==> src/rtl/alu_pkg.sv <==
// Shared definitions for the ALU scheduler: function codes, FSM states, default width.
package alu_pkg;
    localparam int WIDTH = 32;

    localparam logic [2:0] F_AND  = 3'b000;
    localparam logic [2:0] F_OR   = 3'b001;
    localparam logic [2:0] F_ADD  = 3'b010;
    localparam logic [2:0] F_ILL  = 3'b011;
    localparam logic [2:0] F_ANDN = 3'b100;
    localparam logic [2:0] F_ORN  = 3'b101;
    localparam logic [2:0] F_SUB  = 3'b110;
    localparam logic [2:0] F_SLT  = 3'b111;

    typedef enum logic [1:0] {
        IDLE = 2'd0,
        EXEC = 2'd1,
        RESP = 2'd2
    } state_t;
endpackage

==> src/rtl/rr_arb2.sv <==
// Two-client round-robin arbiter, combinational; last=1 means client 1 won most recently.
module rr_arb2 (
    input  logic [1:0] req,
    input  logic       last,
    output logic [1:0] grant
);
    assign grant[0] = req[0] & (~req[1] | last);
    assign grant[1] = req[1] & (~req[0] | ~last);
endmodule

==> src/rtl/alu_sched.sv <==
// Shares one external combinational ALU between two requesters, round-robin.
// Legal op: accept -> EXEC (ALU operands registered) -> RESP; illegal f skips EXEC.
module alu_sched #(
    parameter int WIDTH = alu_pkg::WIDTH
) (
    input  logic             clk,
    input  logic             reset,
    input  logic [1:0]       req_valid,
    output logic [1:0]       req_ready,
    input  logic [WIDTH-1:0] req_a0,
    input  logic [WIDTH-1:0] req_b0,
    input  logic [2:0]       req_f0,
    input  logic [WIDTH-1:0] req_a1,
    input  logic [WIDTH-1:0] req_b1,
    input  logic [2:0]       req_f1,
    output logic [WIDTH-1:0] alu_a,
    output logic [WIDTH-1:0] alu_b,
    output logic [2:0]       alu_f,
    input  logic [WIDTH-1:0] alu_y,
    input  logic             alu_zero,
    input  logic             alu_of,
    output logic             rsp_valid,
    input  logic             rsp_ready,
    output logic             rsp_id,
    output logic [WIDTH-1:0] rsp_y,
    output logic             rsp_zero,
    output logic             rsp_of,
    output logic             rsp_err,
    output logic [15:0]      ops_done
);
    import alu_pkg::*;

    state_t           r_state;
    state_t           w_next;
    logic             r_last;
    logic [1:0]       w_grant;
    logic             w_acc;
    logic             w_sel;
    logic [WIDTH-1:0] w_a;
    logic [WIDTH-1:0] w_b;
    logic [2:0]       w_f;
    logic             w_ill;
    logic             w_rsp_hs;

    logic [WIDTH-1:0] r_alu_a;
    logic [WIDTH-1:0] r_alu_b;
    logic [2:0]       r_alu_f;
    logic             r_rsp_id;
    logic [WIDTH-1:0] r_rsp_y;
    logic             r_rsp_zero;
    logic             r_rsp_of;
    logic             r_rsp_err;
    logic [15:0]      r_ops_done;

    rr_arb2 u_arb (
        .req   (req_valid),
        .last  (r_last),
        .grant (w_grant)
    );

    assign req_ready = (r_state == IDLE) ? w_grant : 2'b00;
    assign w_acc     = |req_ready;
    assign w_sel     = req_ready[1];
    assign w_a       = w_sel ? req_a1 : req_a0;
    assign w_b       = w_sel ? req_b1 : req_b0;
    assign w_f       = w_sel ? req_f1 : req_f0;
    assign w_ill     = (w_f == F_ILL);
    assign rsp_valid = (r_state == RESP);
    assign w_rsp_hs  = rsp_valid & rsp_ready;

    always_ff @(posedge clk or posedge reset) begin
        if (reset) begin
            r_state <= IDLE;
        end else begin
            r_state <= w_next;
        end
    end

    always_comb begin
        w_next = r_state;
        case (r_state)
            IDLE:    if (w_acc) w_next = w_ill ? RESP : EXEC;
            EXEC:    w_next = RESP;
            RESP:    if (rsp_ready) w_next = IDLE;
            default: w_next = IDLE;
        endcase
    end

    always_ff @(posedge clk or posedge reset) begin
        if (reset) begin
            r_last     <= 1'b1;
            r_alu_a    <= '0;
            r_alu_b    <= '0;
            r_alu_f    <= F_AND;
            r_rsp_id   <= 1'b0;
            r_rsp_y    <= '0;
            r_rsp_zero <= 1'b0;
            r_rsp_of   <= 1'b0;
            r_rsp_err  <= 1'b0;
            r_ops_done <= '0;
        end else begin
            if (w_acc) begin
                r_last   <= w_sel;
                r_rsp_id <= w_sel;
                // Illegal ops never reach the ALU, so its operand regs keep the previous op.
                if (w_ill) begin
                    r_rsp_y    <= '0;
                    r_rsp_zero <= 1'b0;
                    r_rsp_of   <= 1'b0;
                    r_rsp_err  <= 1'b1;
                end else begin
                    r_alu_a <= w_a;
                    r_alu_b <= w_b;
                    r_alu_f <= w_f;
                end
            end
            if (r_state == EXEC) begin
                r_rsp_y    <= alu_y;
                r_rsp_zero <= alu_zero;
                r_rsp_of   <= alu_of;
                r_rsp_err  <= 1'b0;
            end
            if (w_rsp_hs && (r_ops_done != 16'hFFFF)) begin
                r_ops_done <= r_ops_done + 16'd1;
            end
        end
    end

    assign alu_a    = r_alu_a;
    assign alu_b    = r_alu_b;
    assign alu_f    = r_alu_f;
    assign rsp_id   = r_rsp_id;
    assign rsp_y    = r_rsp_y;
    assign rsp_zero = r_rsp_zero;
    assign rsp_of   = r_rsp_of;
    assign rsp_err  = r_rsp_err;
    assign ops_done = r_ops_done;
endmodule
==> config.mk <==
export PLATFORM = sky130hd
export DESIGN_NAME = alu_sched
export DESIGN_NICKNAME = d
export VERILOG_FILES = /design/src/rtl/alu_pkg.sv /design/src/rtl/rr_arb2.sv /design/src/rtl/alu_sched.sv
export SDC_FILE = /design/constraint.sdc
export NUM_CORES = 1
export LEC_CHECK = 0
export CORE_ASPECT_RATIO = 0.8
export CORE_MARGIN = 3
export CORE_UTILIZATION = 30
export DETAILED_ROUTE_END_ITERATION = 16
export SETUP_SLACK_MARGIN = 0.05
export SLEW_MARGIN = 10
export SYNTH_ARGS = -nofsm -noshare
export SYNTH_HDL_FRONTEND = slang
export SYNTH_SLANG_ARGS = --single-unit
==> constraint.sdc <==
create_clock -name clk -period 13.1 [get_ports clk]
set_clock_uncertainty 0.05 [all_clocks]
set_input_delay 3.275 -clock clk [delete_from_list [all_inputs] [get_ports clk]]
set_output_delay 3.275 -clock clk [all_outputs]
set_load 0.005 [all_outputs]
==> After elaboration in Yosys (flattened, before gate mapping) <==
Cells that the tools add are included.
{ "totals": {"regBits": 122, "out_inout_bits": 122, "input_bits": 173, "rom_bits": 0, "wordCells": 53, "ram_bits": 0, "latch_bits": 0, "mem_count": 0} }
{ "op_classes": {"div": 0, "order_cmp": 0, "shifts": 0, "n_bitwise": 9, "muxes": 18, "reduce_logical": 8, "add_sub_neg": 1, "n_eq_ne": 6, "mul": 0} }
{ "ops": {"columns": ["op", "count"], "rows": [
  ["2-to-1 mux 32 bit", 5],
  ["adder 16 x 1 -> 16 bit, second input constant", 1],
  ["!= test 16 bit, second input constant", 1],
  ["2-to-1 mux 2 bit", 4],
  ["2-to-1 mux 1 bit", 7],
  ["case mux 2 bit (3 select lines)", 1],
  ["AND reduction 2 bit", 3],
  ["inverter 1 bit", 4],
  ["nonzero test 2 bit", 2],
  ["bitwise AND 1 bit", 3],
  ["equality test 3 x 2 -> 1 bit, second input constant", 1],
  ["2-to-1 mux 3 bit", 1],
  ["equality test 2 x 1 -> 1 bit, second input constant", 1],
  ["equality test 2 bit, second input constant", 1],
  ["zero test 2 bit", 1],
  ["!= test 2 x 1 -> 1 bit, second input constant", 1],
  ["!= test 2 bit, second input constant", 1],
  ["OR 1 bit", 2],
  ["OR reduction 2 bit", 1],
  ["logical AND 1 bit", 1]
]} }

==> Logic depth before layout (Yosys ltp) <==
Gate-level depths: netlist (run 1).
{ "depth": {"ltp_word": 9, "ltp_mapped": 7, "depth_no_buf": 5} }

==> Cells and area by module <==
From an unflattened synthesis (run 1), not the netlist that was laid out.
{ "hier_totals": {"cells_unflattened": 548, "hier_area_um2": 5670.4} }
{ "by_module_without_submodules": {"columns": ["module", "cells_per_inst", "area_each_um2", "instances", "seq_area_each_um2"], "rows": [
  ["alu_sched", 545, 5651.7, 1, 3054.2],
  ["rr_arb2", 3, 18.8, 1, 0.0]
]} }

==> Least setup slack after synthesis (run 1) <==
Ideal clock, no wire load.
{ "synth_timing": {"path_type": "input-to-output", "from": "input port req_valid[1]", "to": "output port req_ready[0]", "path_buffers": 0, "setup_slack_ns": 6.220, "t_required_ns": 9.775, "path_stages": 3, "arrival_time_ns": 3.555, "path_cell_list": "nand2b_1 -> nand3_2 -> inv_2"} }
{ "synth_between": {"elab_chain_cells": 4} }
{ "synth_lines": {"columns": ["element", "line", "rtl"], "rows": [
  ["start: declaration", "alu_sched.sv:8", "input logic [1:0] req_valid,"],
  ["inverter 1 bit", "rr_arb2.sv:7", "assign grant[0] = req[0] & (~req[1] | last);"],
  ["OR 1 bit", "rr_arb2.sv:7", null],
  ["bitwise AND 1 bit", "rr_arb2.sv:7", null],
  ["2-to-1 mux 2 bit", "alu_sched.sv:61", "assign req_ready = (r_state == IDLE) ? w_grant : 2'b00;"],
  ["end: declaration", "alu_sched.sv:9", "output logic [1:0] req_ready,"]
]} }
Every way passes these cells.

==> Worst setup path in the final report (run 1) <==
Ends and elaborated chain as after synthesis.

==> results of run 1 <==
cell families (layout without fill, tap and decap cells):
kind of cell,count (synthesis),in the layout,synth area share [%]
AO/OA/AOI/OAI,54,54,5.24
AND/OR/NAND/NOR,121,121,9.95
multiplexers,133,133,27.6
adder cells (fa/ha/maj),1,1,0.217
buffers and inverters,33,337,2.99
flip-flops,122,122,52.9
XOR/XNOR,7,7,1.06
how the worst max path moves through the flow:
stage / start / end / cells after the start
after CTS: req_valid[1] / req_ready[0] / 5
final: req_valid[1] / req_ready[0] / 5
after floorplan: req_valid[1] / req_ready[0] / 3
after detailed placement: req_valid[1] / req_ready[0] / 5
after global placement: req_valid[1] / req_ready[0] / 5
after global routing: req_valid[1] / req_ready[0] / 5
metal layers:
| layer | vias to the layer above | GRT usage (%) | part of all wire [%] | routed length (µm) |
|---|---|---|---|---|
| met4 | 0 | 5.21 | 1.2 | 216 |
| met1 | 2256 | 20.1 | 40 | 7010 |
| met5 | - | 0 | 0 | 0 |
| met3 | 19 | 7.71 | 10 | 1820 |
| met2 | 188 | 28.0 | 49 | 8590 |
| li1 | 2224 | - | - | - |
cells in the final DEF, fill, tap and decap left out, types with 2 or more instances in the layout:
| cell | count |
|---|---|
| a21oi_1 | 4 |
| a22oi_1 | 2 |
| a31oi_1 | 2 |
| and2_1 | 2 |
| and3_1 | 4 |
| buf_4 | 4 |
| bufinv_16 | 3 |
| clkbuf_1 | 3 |
| clkbuf_16 | 17 |
| clkdlybuf4s50_1 | 294 |
| clkinv_2 | 3 |
| clkinv_4 | 3 |
| clkinvlp_4 | 2 |
| dfrtp_1 | 121 |
| inv_1 | 4 |
| inv_2 | 2 |
| mux2_1 | 16 |
| mux2_2 | 88 |
| mux2_4 | 27 |
| mux2i_1 | 2 |
| nand2_1 | 79 |
| nand2b_1 | 4 |
| nand3_1 | 9 |
| nand3b_1 | 3 |
| nand4_1 | 6 |
| nor2_1 | 3 |
| nor2b_1 | 2 |
| nor3_2 | 2 |
| o21a_1 | 2 |
| o21ai_0 | 38 |
| or3_1 | 2 |
| xnor2_1 | 6 |
through the flow:
stage / power [W] / area, µm² / cells / setup WS, ns / util, %
2_1_floorplan: 0.00110 / 5770 / 471 / 6.22 / -
3_3_place_gp: 0.00159 / 8940 / 996 / 5.06 / 48.3
3_5_place_dp: 0.00162 / 8940 / 996 / 5.03 / 48.3
4_1_cts: 0.00210 / 9530 / 1028 / 5.02 / 51.5
5_1_grt: 0.00221 / 9540 / 1028 / 4.93 / 51.6
6_report: 0.00207 / 9540 / 1028 / 5.02 / 51.6
where the power goes:
part / internal (W) / total, W / switching, W
Combinational: 0.000591 / 0.000935 / 0.000345
Sequential: 0.000555 / 0.000660 / 0.000104
Clock: 0.000304 / 0.000473 / 0.000169
Total: 0.00145 / 0.00207 / 0.000618
flip-flops by register name, indices dropped and copies added (netlist names):
| name | flops |
|---|---|
| ops_done | 16 |
| rsp_y | 32 |
| rsp_err | 1 |
| r_last | 1 |
| rsp_of | 1 |
| alu_f | 3 |
| rsp_id | 1 |
| alu_a | 32 |
| rsp_zero | 1 |
| alu_b | 32 |
| r_state | 2 |
final cells by class:
| class | count | area share, % |
|---|---|---|
| sequential | 122 | 32.0 |
| timing repair buffer | 298 | 31.2 |
| multi-input combinational | 316 | 27.0 |
| clock buffer | 21 | 4.72 |
| tap | 253 | 3.32 |
| clock inverter | 11 | 1.53 |
| inverter | 7 | 0.302 |
worst max-delay path, delay by kind of cell:
kind | cells | cell delay, ns
buffers and inverters | 3 | 1.18
AND/OR/NAND/NOR | 2 | 0.30
==> reports/summary.md, run 1 <==
The signal on the critical path passes through clkdlybuf4s50_1, nand2b_1, nand3_2, inv_2, clkdlybuf4s50_1. Counting every sink on the clock net gives 122. Derived from the worst setup path, the maximum achievable clock frequency is 124 MHz. Headroom to the max-slew limit came out at 32.3%.

The total count of max-transition violations in the final report is 0. Across all hold checks on the routed design, the worst slack comes to 0.418 ns. In this run the worst path has a maximum fanout of 6. The logs give 0 for the number of nets with antenna violations after routing and 0 for the final hold violation count. At the pin with the least slew margin, the transition time is 1.02 ns.

For the largest net degree at the start of global routing, the log shows 69. The area share of the leading cell type in the synthesized netlist works out to 52.4%. The run finished with clean final reports. The shortest clock period the worst path allows after layout was 8.08 ns; the number of fill cells was 1,672. Counting every net in the synthesized netlist gives 645.

The run gives 21,000 µm² as the die area. The total of warnings raised by yosys is 0. The tools report the routed wire length as 17,600 µm. Critical path's slowest cell: clkdlybuf4s50_1. The chip width is 161 µm, and the worst-skew pair later-pin latency is 0.41 ns. Summing over every cut layer, the via total after detailed routing is 4,687. The number of global-route vias before repair is 5,058.

Setup violations remaining at the end of the flow were counted as 0. The average via count per standard cell is 4.56. Routability-driven placement finished with a final weighted congestion of 0.764.

The tools report the reg-to-reg startpoint as r_last. The worst hold path class is reg2reg. After floorplanning, the core was sized to cover 18,500 µm².

The combined area of the multi-input logic cells came out at 2570 µm². The iteration count of the initial detailed-routing pass is 4, and the sequential fraction of the synthesis area is 52.9%. CTS placed an instance of clkbuf_16 at the clock tree root. For this run, asynchronously set or reset flops after synthesis account for 100%. The chip height is 130 µm, and the mean post-synth cell area is 12.3 µm². Among all flip-flop cells after synthesis, the most frequent one is dfrtp_1.

The total of buffers placed on input and output ports is 294. The average wire length per cell after detail routing is 17.2 µm, and the static leakage is 3.94 nW. The tools report the type of element launching the critical path as a primary input.

Data arrives at the worst endpoint at 4.76 ns. In the post-synthesis netlist, the biggest area contributors are dfrtp_1 52%, mux2_2 17%, mux2_4 7.0%. The post-synthesis sequential element count is 122. Cell repeated most along the worst path: clkdlybuf4s50_1. Number of buffers inserted by post-CTS setup repair: 0. The worst-case IR drop observed on VDD is 93.1 µV. The tools report the endpoint of the worst hold-timing path as r_last.

Yosys mapped a number of flops with a built-in enable equal to 0. The setup TNS is 0 ns. The global-route wire length before repair was 27,900 µm. Startpoint of the tightest hold check path: r_last. Registers take 3050 µm².

Yosys instantiated no cell more often than dfrtp_1. The number of buffers created by CTS is 17, and the area growth from synthesis to final layout is 65.2%. The depth of the worst register-to-register path works out to 5. The type of destination of the critical path is an output pin. The cell area that synthesis handed to floorplanning was 5770 µm².

The reg-to-reg setup timing slack is 10.69 ns, and the clock transition at the registers of the reported paths is 0.05 ns. Setup repair after global routing left no endpoint under its margin. Detailed placement finished with a half-perimeter wire length of 13,100 µm. The power density normalized to cell area came out at 217 nW/µm². The overall fraction of global-route tracks in use was 17.0%. Synthesis handed over a netlist of 471 instances.

The total congestion overflow after global routing was 0; the number of antenna cells inserted was 0. The run gives 190 as the count of routing violations after the opening detailed-route iteration. TritonCTS built the clock tree.

The run gives 44 as the number of standard-cell rows in the floorplan. The run gives 0 as the number of antenna violations at the first check in global routing. The synthesized netlist contains 41 unique library cells. The synthesized design spends more area on one cell type than any other, namely dfrtp_1. The H-tree was split into 4 levels. By count the netlist is led by 121 x dfrtp_1, 88 x mux2_2, 79 x nand2_1, 38 x o21ai_0, 27 x mux2_4. Across the run, the number of max-cap violations was 0.

The number of DRC violations after detailed routing came out at 0. The category of the critical setup timing path is in2out. The final layout net count was 936. The run gives 31.2% as the effective utilization at floorplan.

The end of the worst register-to-register path was alu_a[4]. During I/O placement, the number of pins put on the boundary was 295. The worst endpoint required time came out at 9.77 ns.

Fraction of layout cells with a size suffix above 1: 20.6%. In this run the deepest clock path goes through 2 buffers. In this design, the stage delay of the slowest critical-path cell is 0.56 ns. Buffers inserted to repair hold after CTS numbered 0. Once the clock tree was built, the resizer swapped 0 gates to a different size. The final clock period utilization by the worst path works out to 61.7%. The worst hold path stage count was 2.
No activity file was read; power rests on OpenSTA's default activity.
==> run 2, diff against run 1 <==
==> constraint.sdc (replaced) <==
create_clock -name clk -period 7.8 [get_ports clk]
set_clock_uncertainty 0.05 [all_clocks]
set_input_delay 1.95 -clock clk [delete_from_list [all_inputs] [get_ports clk]]
set_output_delay 1.95 -clock clk [all_outputs]
set_load 0.005 [all_outputs]
==> run 2 against run 1 <==
Against the previous run: register-to-register slack got worse by 5.4 ns; largest cell class unchanged; first-iteration DRC count fell by 2.1%; routed wire length decreased by 0.26%; non-clock buffer count unchanged; core utilization hardly changed; global-route usage shrank 0.30 points; combinational power is 68% higher; sequential power rose by 68%; via count up 0.53%; critical endpoint unchanged; count of clock-buffer cells in the layout shrank 1; clock power rose by 70%.
==> reports/summary.md, run 2 (synthesis gave the netlist of run 1 again) <==
The later pin in the worst-skew pair is clocked with a latency of 0.41 ns. The chip width is 161 µm. Setup repair after global routing left no endpoint under its margin. The clock drives 122 sinks.

Dividing the final minimum period by the clock period gives 69.8%. For the worst setup path, the data arrival time is 3.44 ns. The number of hold buffers added after CTS was 0.

In the detailed route, the total length drawn on met2 is 8390 µm. The overall fraction of global-route tracks in use was 16.7%. For the instance area after placement, the log shows 8940 µm². The number of standard-cell rows in the floorplan was 44; the number of failing setup endpoints in the final timing report was 0.

TritonCTS created 17 clock buffers. The number of global-route vias before repair came out at 5,132. Cells with a size suffix above 1 make up 20.8% of the layout.

In this run the tool buffered the top-level ports with 294 buffer cells. The logs give 4,712 for the via count and 2 for the deepest clock path buffer count. The tool flagged a number of max-cap violations equal to 0. The flow ran to the end, and the final reports show no timing, DRC or antenna violations. Once detail routing completed, the nets flagged for antenna violations numbered 0. The tools report the root cell of the clock tree as clkbuf_16.

Of all nets on the critical path, the largest fanout is 6. The run gives 0 as the number of antenna violations at the first check in global routing. In this run the static leakage power is 3.93 nW. The shortest clock period the worst path allows after layout is 5.44 ns.

The logs give 0 for the total count of max-transition violations in the final report and 197 µV for the maximum ir drop on the vdd rail. Derived from the worst setup path, the maximum achievable clock frequency is 184 MHz. Counting both buffers and inverters, the worst setup path holds a total of 3. Among cell families on the critical path, the largest total delay comes from buffers and inverters. The die covers 21,000 µm². The tools report the number of buffers inserted by post-CTS setup repair as 0. The global-route wire length before repair came out at 27,700 µm.

Leaving out fill and tap cells, the most frequent cell in the layout is clkdlybuf4s50_1. Entering global routing, the biggest net connects 70 pins. The quantity of gates resized following cts is 0.

The die is 130 µm tall. For the final hold violation count, the log shows 0. Critical path's slowest cell: clkdlybuf4s50_1. The slew at the pin closest to its max-slew limit was 1.06 ns. The critical path in this run is classified as in2out.

The final hold slack is 0.422 ns. For the final layout net count, the log shows 936. Counting stages on the worst path, the most repeated cell is clkdlybuf4s50_1. The first routing iteration left 186 violations. The run gives 9550 µm² as the post-layout instance area.

TritonCTS built the clock tree. The tools report the iteration count of the initial detailed-routing pass as 4. The delay of the slowest cell on the worst path is 0.56 ns, and the clock transition at the registers of the reported paths is 0.05 ns. The total half-perimeter wirelength after legalization and detailed placement was 12,900 µm.

The signal on the critical path passes through clkdlybuf4s50_1, nand2b_1, nand3_2, inv_2, clkdlybuf4s50_1. For the area inside the core boundary, the log shows 18,500 µm². For the routed metal-1 wire length, the log shows 7060 µm.

The type of element launching the critical path is a primary input. Relative to the synthesized area, the layout overhead comes to 65.4%. The placer congestion estimate came out at 0.751. The logs give 31.2% for the effective utilization at floorplan and 5.80 ns for the worst endpoint required time.

Signal routing reaches up to met4. The average via count per standard cell is 4.59, and the routed wire length is 17,600 µm. Worst hold path class: reg2reg.

The deepest level of the CTS H-tree is 4, and the I/O pin total is 295. The worst relative slew slack was 29.6%; the average wire length per cell after detail routing was 17.1 µm. The library cells used most frequently in the layout, excluding fill and tap cells, are 294 x clkdlybuf4s50_1, 121 x dfrtp_1, 88 x mux2_2.

The tools report the number of DRC violations after detailed routing as 0. Cells fill 51.6% of the core in the end. After detailed routing, the met3 layer carries 1870 µm of wire. The tools report the total congestion overflow after global routing as 0. The setup TNS was 0 ns; the power density normalized to cell area was 365 nW/µm². The type of destination of the critical path was an output pin. The number of antenna diodes in the final layout is 0.
run 2: cell types whose count changed in the layout (fill, tap and decap cells not counted):
cell	previous run	this run
clkinv_4	3	1
clkbuf_1	3	1
clkbuf_8	1	2
clkinvlp_4	2	5
clkinv_2	3	2
run 2: worst paths after layout:
kind	start	endpoint	slack, ns	depth (start not counted)
worst min register to register	r_last	r_last	0.42	2
worst max-delay path	req_valid[1]	req_ready[0]	2.36	5
worst min-delay path	r_last	r_last	0.42	2
worst max register to register	r_last	alu_a[1]	5.33	5
max in group asynchronous	reset	rsp_id	4.40	3
min in group asynchronous	reset	rsp_y[22]	1.95	2
run 2: worst min-delay path: cells and delay by family, from the launching register on:
family,cells,cell delay [ns]
flip-flops,1,0.37
AND/OR/NAND/NOR,2,0.10
run 2: area by class of cell:
cell class	count	area [µm²]
inverters	7	28.8
multi-input cells	316	2570
well taps	253	317
clock inverters	11	146
flip-flops and latches	122	3050
clock buffers	20	457
repair buffers	298	2970
fillers	1643	8950
run 2: routing by layer:
metal / vias up / GRT usage (%)
li1: 2227 / -
met1: 2257 / 19.2
met2: 211 / 27.8
met3: 17 / 8.06
met4: 0 / 5.01
met5: - / 0
run 2: power breakdown:
group / switching (W) / internal (W) / leakage [nW]
combinational: 0.000574 / 0.000993 / 2.18
clock: 0.000288 / 0.000516 / 0.280
sequential: 0.000179 / 0.000933 / 1.47
total: 0.00104 / 0.00244 / 3.93
run 2: per-stage QoR:
step                total power (W)  worst slack [ns]  cells
floorplan                   0.00185              2.56    471
detailed placement          0.00271              2.35    996
CTS                         0.00354              2.33   1027
global route                0.00370              2.23   1027
finish                      0.00348              2.36   1027
global placement            0.00267              2.39    996
